<file path="config.mk">
export PLATFORM = sky130hd
export DESIGN_NAME = lsu_ram_master
export DESIGN_NICKNAME = d
export VERILOG_FILES = /design/src/rtl/lsu_pkg.sv /design/src/rtl/lsu_align.sv /design/src/rtl/lsu_ram_master.sv
export SDC_FILE = /design/constraint.sdc
export NUM_CORES = 1
export LEC_CHECK = 0
export CAP_MARGIN = 15
export CORE_MARGIN = 2
export CORE_UTILIZATION = 45
export DETAILED_ROUTE_END_ITERATION = 8
export HOLD_SLACK_MARGIN = 0.03
export PLACE_DENSITY = 0.88
export SYNTH_ARGS = -nofsm -noshare
export SYNTH_HDL_FRONTEND = slang
export SYNTH_SLANG_ARGS = --single-unit
export TNS_END_PERCENT = 1
</file>
<file path="constraint.sdc">
create_clock -name clk -period 3.9 [get_ports clk]
set_clock_uncertainty 0.2 [all_clocks]
set_input_delay 0.39 -clock clk [delete_from_list [all_inputs] [get_ports clk]]
set_output_delay 0.39 -clock clk [all_outputs]
set_load 0.03 [all_outputs]
</file>
<file path="src/rtl/lsu_pkg.sv">
// rtl/lsu_pkg.sv - shared types and helpers for the LSU-to-RAM master
//
// Contents:
//   size_e      access size encoding on size_i (3 is illegal)
//   state_e     master FSM states
//   WORD_BYTES  bytes per RAM word
//   size_bytes  access size -> byte count (1/2/4)

package lsu_pkg;

    localparam int WORD_BYTES = 4;

    typedef enum logic [1:0] {
        SZ_BYTE = 2'd0,
        SZ_HALF = 2'd1,
        SZ_WORD = 2'd2
    } size_e;

    typedef enum logic [1:0] {
        IDLE  = 2'd0,
        SPLIT = 2'd1,
        RESP  = 2'd2,
        RESP2 = 2'd3
    } state_e;

    // Illegal size 3 maps to 4 bytes; such requests are rejected before
    // any RAM access, so the value only has to be harmless.
    function automatic logic [2:0] size_bytes(input logic [1:0] sz);
        logic [2:0] n;
        case (sz)
            SZ_BYTE: n = 3'd1;
            SZ_HALF: n = 3'd2;
            default: n = 3'd4;
        endcase
        return n;
    endfunction

endpackage

</file>
<file path="src/rtl/lsu_align.sv">
// rtl/lsu_align.sv - byte-lane alignment for stores and merge/extend for loads
//
// Ports:
//   off_i, size_i, wdata_i      store side: byte offset, size, LSB-justified data
//   mask_o                      8-bit byte mask over two words ([3:0] beat 1, [7:4] beat 2)
//   wdata_lo_o, wdata_hi_o      store data rotated into beat 1 / beat 2 lanes
//   rd_off_i, rd_size_i         load side: latched offset and size
//   rd_sign_i                   sign-extend the load result
//   rd_lo_i, rd_hi_i            first and second read words ({hi, lo} is shifted)
//   rdata_o                     extracted, extended load data

module lsu_align
    import lsu_pkg::*;
(
    input  logic [1:0]  off_i,
    input  logic [1:0]  size_i,
    input  logic [31:0] wdata_i,
    output logic [7:0]  mask_o,
    output logic [31:0] wdata_lo_o,
    output logic [31:0] wdata_hi_o,
    input  logic [1:0]  rd_off_i,
    input  logic [1:0]  rd_size_i,
    input  logic        rd_sign_i,
    input  logic [31:0] rd_lo_i,
    input  logic [31:0] rd_hi_i,
    output logic [31:0] rdata_o
);

    logic [7:0]  ones;
    logic [63:0] wshift;
    logic [31:0] rsel;

    always_comb begin
        case (size_i)
            SZ_BYTE: ones = 8'h01;
            SZ_HALF: ones = 8'h03;
            default: ones = 8'h0F;
        endcase
        mask_o = ones << off_i;

        // Shifting across a 64-bit window yields both beats at once; the
        // upper half is the spill-over into the following word.
        wshift     = {32'd0, wdata_i} << {off_i, 3'b000};
        wdata_lo_o = wshift[31:0];
        wdata_hi_o = wshift[63:32];

        rsel = 32'({rd_hi_i, rd_lo_i} >> {rd_off_i, 3'b000});
        case (rd_size_i)
            SZ_BYTE: rdata_o = {{24{rd_sign_i & rsel[7]}}, rsel[7:0]};
            SZ_HALF: rdata_o = {{16{rd_sign_i & rsel[15]}}, rsel[15:0]};
            default: rdata_o = rsel;
        endcase
    end

endmodule

</file>
<file path="src/rtl/lsu_ram_master.sv">
// rtl/lsu_ram_master.sv - core LSU request/response adapter for a byte-enabled single-port RAM
//
// Ports:
//   clk, rst                    clock, asynchronous active-high reset
//   req_i, we_i, size_i,        core request: valid, store, size,
//   sign_ext_i, addr_i, wdata_i   sign-extend, byte address, LSB-justified data
//   gnt_o                       request accepted this cycle (combinational)
//   rvalid_o, rdata_o, err_o    one response per granted request
//   ram_en_o, ram_we_o,         RAM command: enable, write enable,
//   ram_be_o, ram_addr_o,         byte enables, word-aligned byte address,
//   ram_wdata_o                   lane-rotated write data
//   ram_rdata_i                 RAM read data, one cycle after ram_en_o

module lsu_ram_master
    import lsu_pkg::*;
#(
    parameter int ADDR_WIDTH = 16,
    parameter int DATA_WIDTH = 32
) (
    input  logic                  clk,
    input  logic                  rst,
    input  logic                  req_i,
    input  logic                  we_i,
    input  logic [1:0]            size_i,
    input  logic                  sign_ext_i,
    input  logic [31:0]           addr_i,
    input  logic [31:0]           wdata_i,
    output logic                  gnt_o,
    output logic                  rvalid_o,
    output logic [31:0]           rdata_o,
    output logic                  err_o,
    output logic                  ram_en_o,
    output logic                  ram_we_o,
    output logic [3:0]            ram_be_o,
    output logic [ADDR_WIDTH-1:0] ram_addr_o,
    output logic [31:0]           ram_wdata_o,
    input  logic [31:0]           ram_rdata_i
);

    if (DATA_WIDTH != 32) begin : g_width_check
        $error("lsu_ram_master: only DATA_WIDTH = 32 is supported");
    end

    state_e                state_q;
    logic [1:0]            off_q;
    logic [1:0]            size_q;
    logic                  sign_q;
    logic                  we_q;
    logic                  err_q;
    logic [ADDR_WIDTH-1:0] addr_q;
    logic [31:0]           wdata_hi_q;
    logic [3:0]            be_hi_q;
    logic [31:0]           lo_q;

    logic [2:0]            req_n;
    logic                  req_mis;
    logic                  req_oob;
    logic                  req_wrap;
    logic                  req_err;
    logic [ADDR_WIDTH-1:0] req_aligned;
    logic                  accept;

    logic [7:0]            mask;
    logic [31:0]           wdata_lo;
    logic [31:0]           wdata_hi;
    logic [31:0]           rd_lo;
    logic [31:0]           rd_hi;
    logic [31:0]           rdata_merged;

    // Request decode on the live inputs.
    always_comb begin
        req_n       = size_bytes(size_i);
        req_mis     = ({2'b00, addr_i[1:0]} + {1'b0, req_n}) > 4'd4;
        req_aligned = {addr_i[ADDR_WIDTH-1:2], 2'b00};
        req_oob     = (addr_i >> ADDR_WIDTH) != 32'd0;
        // aligned + 4 overflows the RAM exactly when every word-index bit is set.
        req_wrap    = req_mis & (&req_aligned[ADDR_WIDTH-1:2]);
        req_err     = req_oob | (size_i == 2'd3) | req_wrap;
        // The RAM port is busy only with the second beat of a split.
        accept      = req_i & ~rst & (state_q != SPLIT);
    end

    // Second read word is live RAM data only in RESP2; the first word of a
    // split was captured into lo_q during SPLIT.
    always_comb begin
        if (state_q == RESP2) begin
            rd_lo = lo_q;
            rd_hi = ram_rdata_i;
        end else begin
            rd_lo = ram_rdata_i;
            rd_hi = 32'd0;
        end
    end

    lsu_align u_align (
        .off_i      (addr_i[1:0]),
        .size_i     (size_i),
        .wdata_i    (wdata_i),
        .mask_o     (mask),
        .wdata_lo_o (wdata_lo),
        .wdata_hi_o (wdata_hi),
        .rd_off_i   (off_q),
        .rd_size_i  (size_q),
        .rd_sign_i  (sign_q),
        .rd_lo_i    (rd_lo),
        .rd_hi_i    (rd_hi),
        .rdata_o    (rdata_merged)
    );

    // RAM command and core response. Reset forces everything low at once,
    // including the paths that are combinational from the request inputs.
    always_comb begin
        gnt_o       = accept;
        ram_en_o    = 1'b0;
        ram_we_o    = 1'b0;
        ram_be_o    = 4'd0;
        ram_addr_o  = '0;
        ram_wdata_o = 32'd0;

        if (!rst) begin
            if (state_q == SPLIT) begin
                ram_en_o    = 1'b1;
                ram_we_o    = we_q;
                ram_be_o    = be_hi_q;
                ram_addr_o  = addr_q + ADDR_WIDTH'(WORD_BYTES);
                ram_wdata_o = wdata_hi_q;
            end else if (accept && !req_err) begin
                ram_en_o    = 1'b1;
                ram_we_o    = we_i;
                ram_be_o    = mask[3:0];
                ram_addr_o  = req_aligned;
                ram_wdata_o = wdata_lo;
            end
        end

        rvalid_o = ~rst & ((state_q == RESP) | (state_q == RESP2));
        err_o    = rvalid_o & err_q;
        rdata_o  = (rvalid_o && !we_q && !err_q) ? rdata_merged : 32'd0;
    end

    always_ff @(posedge clk or posedge rst) begin
        if (rst) begin
            state_q    <= IDLE;
            off_q      <= 2'd0;
            size_q     <= 2'd0;
            sign_q     <= 1'b0;
            we_q       <= 1'b0;
            err_q      <= 1'b0;
            addr_q     <= '0;
            wdata_hi_q <= 32'd0;
            be_hi_q    <= 4'd0;
            lo_q       <= 32'd0;
        end else begin
            case (state_q)
                SPLIT: begin
                    lo_q    <= ram_rdata_i;
                    state_q <= RESP2;
                end
                default: begin
                    if (accept) begin
                        off_q      <= addr_i[1:0];
                        size_q     <= size_i;
                        sign_q     <= sign_ext_i;
                        we_q       <= we_i;
                        err_q      <= req_err;
                        addr_q     <= req_aligned;
                        wdata_hi_q <= wdata_hi;
                        be_hi_q    <= mask[7:4];
                        state_q    <= (req_mis && !req_err) ? SPLIT : RESP;
                    end else begin
                        state_q <= IDLE;
                    end
                end
            endcase
        end
    end

endmodule

</file>
==> metrics, run 1 <==
residual antenna-violating net count after detailed routing 0; Iteration-0 DRC Markers approximately 560; total count of max-transition violations in the final report 0; Final Wtd Congestion between 0.9 and 1; Ports about 190; Overall Global Routing Usage between 20 and 30%; most common cell after layout, fill and taps aside nand2_1; total number of nets in the final design roughly 1.0k; total wire length 19,000 um; max-cap violations 0; EDFF count, synth 0; final-layout worst hold slack about 200 ps; worst hold path stage count 3; end point of the most critical hold path size_q[0]; clk_lat worst skew roughly 340 ps; Crit Path Class input pin to output port; Worst Max-Slew Pin Slew between 900 and 1000 ps; first-pass GRT wire length approximately 31,000 um; Die Span Y 119 um; power density relative to cell area ~270 nW/um2; CP arrival around 3200 ps; critical path startpoint category input pin; most used flip-flop cell after synthesis dfrtp_1; Worst Hold Class input pin to register; number of synthesis warnings 0; run status finished, final reports clean; Netlist Area Pre-Place between 5000 and 6000 um2; slack of the worst reg-to-reg path 1720 ps; final setup violation count 0; HP Start size_i[0]; number of buffers added to fix hold violations after cts 0; starting density of the core 45.6%; peak supply drop about 0.17 mV; placed wire-length estimate between 10,000 and 15,000 um; count of cells along the worst register-to-register path 4; clock buffers created by TritonCTS 9; synthesized instance count 759; DR vias/cell 5.64; Vias 6,233; end of the worst register-to-register path wdata_hi_q[6]; Die ar. 14,200 um2; H-tree levels 3; number of distinct library cell variants in the gate-level netlist after synthesis 52; post-place instance area 7890 um2; final routed wire length divided by cell count 17.1 um; std cell rows 42; initial antenna violation count 0; Port Buffers ~190; 1st-pass router iterations 5; most frequent cells in the layout nand2_1 (250), clkdlybuf4s50_1 (122), buf_4 (90); horizontal die dimension about 120 um; area inside the core boundary 13,100 um2; post-CTS setup-driven buffer insertion count 0; Overall Power 2.24 mW; CTS tree yes; Max Fclk around 260 MHz; TNS Setup 0 ps; Final Critical Period 3780 ps; total congestion overflow after global routing 0; #FFs+latches synth 82; number of sinks on the clock net ~80; sequential fraction of the synthesis area between 30% and 40%; CP Max Fanout 8; FILL cells approximately 1.1k; clock-pin slew reported for the worst setup and hold paths after clock tree synthesis around 60 ps; type of element capturing the critical path output port; number of diodes added for antenna fixing 0; Tcrit/Tclk final between 90% and 100%; Layout Area Growth over Synthesis 36.7%; startpoint of the lowest-slack register-to-register path state_q[1]; unrepaired setup endpoints after global routing false; ys async rst share 100%; hold violation total from the final report 0; drc violations 0; pin count of the biggest net entering global routing 75; cell at the root of the clock tree clkbuf_16; cell area after layout 8180 um2; Sequential Area about 2000 um2; fraction of layout instances using a drive strength above 1 14.9%; via count of the first global-routing pass 6,138; data required time of the worst path around 3300 ps; number of buffers on the longest clock path 2; multi-input logic area between 3000 and 4000 um2; Rel. slew slack roughly 40%; static leakage power between 3 and 4 nW; average cell area after synthesis between 7 and 8 um2
[worst max-delay path, cell delays in order]
cell	delay, ps
clkdlybuf4s50_1	450
buf_4	190
nor2b_2	180
fa_1	440
nor2_1	160
o22ai_1	110
a211oi_2	340
a31oi_1	180
inv_2	70
clkdlybuf4s50_1	680
[repair_timing]
action,4_1_cts,5_1_grt
endpoints found under the hold margin,0,0
endpoints found under the setup margin,0,14
gates resized for setup,0,4
[cells in the mapped netlist (8+ instances only)]
master	instances	share of area (%)
a211oi_1	35	4.4
and2_1	11	1.1
clkbuf_1	39	2.4
dfrtp_1	82	34
and3_1	10	1.0
nand3_1	10	0.84
nor2_1	32	2.0
a22o_1	8	1.2
nand2_1	250	16
o21ai_1	20	1.7
o31ai_1	11	1.4
mux2i_1	76	13
a21oi_1	14	1.2
buf_2	14	1.2
a22oi_1	20	2.5
o21ai_0	23	1.9
[sequential cells by signal, indices dropped and copies added, names as in the netlist]
register	cells
addr_q	14
we_q	1
be_hi_q	3
err_q	1
off_q	2
lo_q	32
wdata_hi_q	24
size_q	2
state_q	2
sign_q	1
[worst max path at each step]
stage          slack, ps              to       from  cells after the start
4_1_cts               90     ram_be_o[3]  size_i[0]                     12
5_1_grt                8     ram_be_o[3]  size_i[1]                     12
6_report             120        ram_en_o  size_i[1]                     10
3_5_place_dp         100     ram_be_o[3]  size_i[0]                     12
2_1_floorplan        300  ram_addr_o[10]  size_i[1]                     10
3_3_place_gp         210     ram_be_o[3]  size_i[0]                     12
[logic make-up (layout without fill, tap and decap cells)]
kind of cell | after synthesis | in the layout | share of synthesized area, %
and+or+nand+nor | 345 | 345 | 24.4
AOI/OAI and AO/OA | 161 | 161 | 18.8
muxes | 85 | 85 | 14.8
DFF | 82 | 82 | 34.3
buffers and inverters | 68 | 238 | 4.81
xor gates and xnor gates | 13 | 13 | 1.90
adders and majority gates | 4 | 4 | 0.961
other | 1 | 2 | 0.0626
[per-stage QoR]
stage,util [%],std cells,setup WS [ps]
final,62.3,1106,122
after floorplan,-,760,298
after global placement,60.1,1090,206
after global routing,62.3,1106,7.87
after CTS,62.2,1106,93.9
after detailed placement,60.1,1090,99.4
[cell type report]
class                      count  share of cell area, %
clock buffer                  12                   3.01
clock inverter                 4                  0.336
inverter                       7                  0.336
multi-input combinational    610                   45.0
sequential                    82                   25.1
tap                          176                   2.69
timing repair buffer         215                   23.5
[metal layers]
| layer | share of wire, % | track usage [%] | wire length, um |
|---|---|---|---|
| met1 | 43 | 35.2 | 8170 |
| met2 | 47 | 44.1 | 8890 |
| met3 | 7.8 | 5.17 | 1480 |
| met4 | 2.3 | 11.0 | 429 |
| met5 | 0 | 0 | 0 |
[power breakdown]
part | internal [mW] | leakage (nW) | switching [mW]
sequential | 0.908 | 0.915 | 0.0523
combinational | 0.229 | 2.70 | 0.253
clock | 0.448 | 0.125 | 0.347
(Power assumes the default switching activity.)
==> inputs of run 2 (changes only) <==
- CORE_ASPECT_RATIO: unset -> 0.6
==> metrics, run 2 (synthesis gave the netlist of run 1 again) <==
run status finished, final reports clean (unchanged); total wire length 19,800 um (was 19,000 um); DR vias/cell 5.74 (was 5.64); clk_lat worst skew 330 ps (was 340 ps); drc violations 0 (unchanged); pin count of the biggest net entering global routing 75 (unchanged); HP Start lo_q[3] (was size_i[0]); horizontal die dimension 153 um (was 119 um); residual antenna-violating net count after detailed routing 0 (unchanged); peak supply drop 0.245 mV (was 0.167 mV); startpoint of the lowest-slack register-to-register path state_q[1] (unchanged); final design utilization 64.0% (was 62.3%); total congestion overflow after global routing 0 (unchanged); Worst Max-Slew Pin Slew 735 ps (was 901 ps); CP Max Fanout 14 (was 8); Rel. slew slack 50.8% (was 39.9%); CTS tree yes (unchanged); multi-input logic area 3680 um2 (about the same); fraction of layout instances using a drive strength above 1 15.3% (was 14.9%); Post-CTS Resized 0 (unchanged); number of diodes added for antenna fixing 0 (unchanged); end of the worst register-to-register path wdata_hi_q[23] (was wdata_hi_q[6]); 1st-pass router iterations 5 (unchanged); Overall Power 2.30 mW (was 2.24 mW); std cell rows 32 (was 42); cell at the root of the clock tree clkbuf_16 (unchanged); Port Buffers 189 (unchanged); Vias 6,325 (was 6,233); most common cell after layout, fill and taps aside nand2_1 (unchanged); minimum setup slack after placement 63.6 ps (was 99.4 ps); number of flip-flops in the largest register 32 (unchanged); static leakage power 3.79 nW (was 3.74 nW); critical path startpoint category input pin (unchanged); cell area after layout 8280 um2 (was 8180 um2); worst hold path stage count 2 (was 3); via count of the first global-routing pass 5,901 (was 6,138); unrepaired setup endpoints after global routing true (was false); Worst Hold Class register to register (was input pin to register); power density relative to cell area 278 nW/um2 (was 273 nW/um2); slack of the worst reg-to-reg path 1680 ps (was 1720 ps); final setup violation count 0 (unchanged); Final Wtd Congestion 0.920 (was 0.955); Max Fclk 266 MHz (was 265 MHz); most flop-heavy register lo_q (unchanged); end point of the most critical hold path lo_q[3] (was size_q[0]); post-CTS setup-driven buffer insertion count 0 (unchanged); initial antenna violation count 0 (unchanged); clock buffers created by TritonCTS 9 (unchanged); most frequent cells in the layout nand2_1 (250), clkdlybuf4s50_1 (119), buf_4 (89) (was nand2_1 (250), clkdlybuf4s50_1 (122), buf_4 (90)); FILL cells 1,112 (was 1,130); H-tree levels 3 (unchanged); Layout Area Growth over Synthesis 38.2% (was 36.7%); Overall Global Routing Usage 27.3% (was 27.0%); number of buffers added to fix hold violations after cts 0 (unchanged); Tcrit/Tclk final 96.6% (was 96.9%); hold violation total from the final report 0 (unchanged); data required time of the worst path 3310 ps (about the same); final routed wire length divided by cell count 17.9 um (was 17.1 um); Iteration-0 DRC Markers 496 (was 559); clock-pin slew reported for the worst setup and hold paths after clock tree synthesis 60 ps (about the same); top flop regs lo_q (32), wdata_hi_q (24), addr_q (14) (unchanged); total count of max-transition violations in the final report 0 (unchanged); CP arrival 3180 ps (was 3190 ps); area inside the core boundary 12,900 um2 (was 13,100 um2); Die Span Y 93.4 um (was 119 um); type of element capturing the critical path output port (unchanged); total number of nets in the final design 1,034 (was 1,032); Die ar. 14,300 um2 (was 14,200 um2); Ports 192 (unchanged); count of cells along the worst register-to-register path 4 (unchanged); final-layout worst hold slack 271 ps (was 199 ps); final worst slack 134 ps (was 122 ps); post-place instance area 7970 um2 (was 7890 um2); number of sinks on the clock net 82 (unchanged); placed wire-length estimate 14,300 um (was 13,600 um); starting density of the core 46.3% (was 45.6%); first-pass GRT wire length 31,300 um (was 31,000 um); Sequential Area 2050 um2 (unchanged); Final Critical Period 3770 ps (was 3780 ps); max-cap violations 0 (unchanged); number of buffers on the longest clock path 2 (unchanged); Crit Path Class input pin to output port (unchanged)
## run 2: changes by cell type in the layout (fill, tap and decap cells not counted)
cell / change
buf_4: -1
xnor2_1: +1
bufinv_16: +1
xnor2_2: -1
nor2b_2: -1
nand3_2: +1
nand3_1: -1
clkinv_4: +1
nor2b_1: +1
clkinvlp_4: -2
clkdlybuf4s50_1: -3
buf_12: +6
## run 2: stage by stage
step	setup TNS, ps	instances
floorplan	0	760
global placement	0	1086
detailed placement	0	1086
CTS	0	1102
global route	-218	1102
finish	0	1102
## run 2: area by class of cell
class	count	share of cell area (%)
well taps	170	2.57
flip-flops and latches	82	24.8
clock buffers	12	2.98
inverters	7	0.333
clock inverters	4	0.620
multi-input cells	610	44.4
repair buffers	217	24.3
## run 2: worst max path at each step
stage | endpoint | slack (ps) | startpoint | cells after the start
after floorplan | ram_addr_o[10] | 300 | size_i[1] | 10
final | ram_addr_o[2] | 130 | size_i[0] | 11
after CTS | ram_wdata_o[12] | 30 | size_i[0] | 11
after global routing | ram_addr_o[2] | -50 | size_i[0] | 11
after global placement | ram_en_o | 220 | size_i[0] | 10
after detailed placement | ram_wdata_o[12] | 60 | size_i[0] | 11
## run 2: power by group
part / internal (mW) / switching (mW)
registers: 0.907 / 0.0539
clock network: 0.514 / 0.338
logic: 0.228 / 0.258
total: 1.65 / 0.649
## run 2: critical path: stages
cell             delay [ps]
clkdlybuf4s50_1         540
nor2_1                   70
ha_1                    210
fa_1                    460
nor2_1                  160
o22ai_1                 120
a211oi_2                280
a31oi_1                 220
buf_4                   240
a211oi_1                260
buf_4                   210
## run 2: metal layers
metal	global-route usage, %	wire [um]	up-vias	part of all wire, %
met5	0	0	-	0
met4	5.02	206	0	1.0
met3	5.56	1540	21	7.8
met2	40.5	8600	275	44
met1	41.3	9430	3028	48
li1	-	-	3001	-
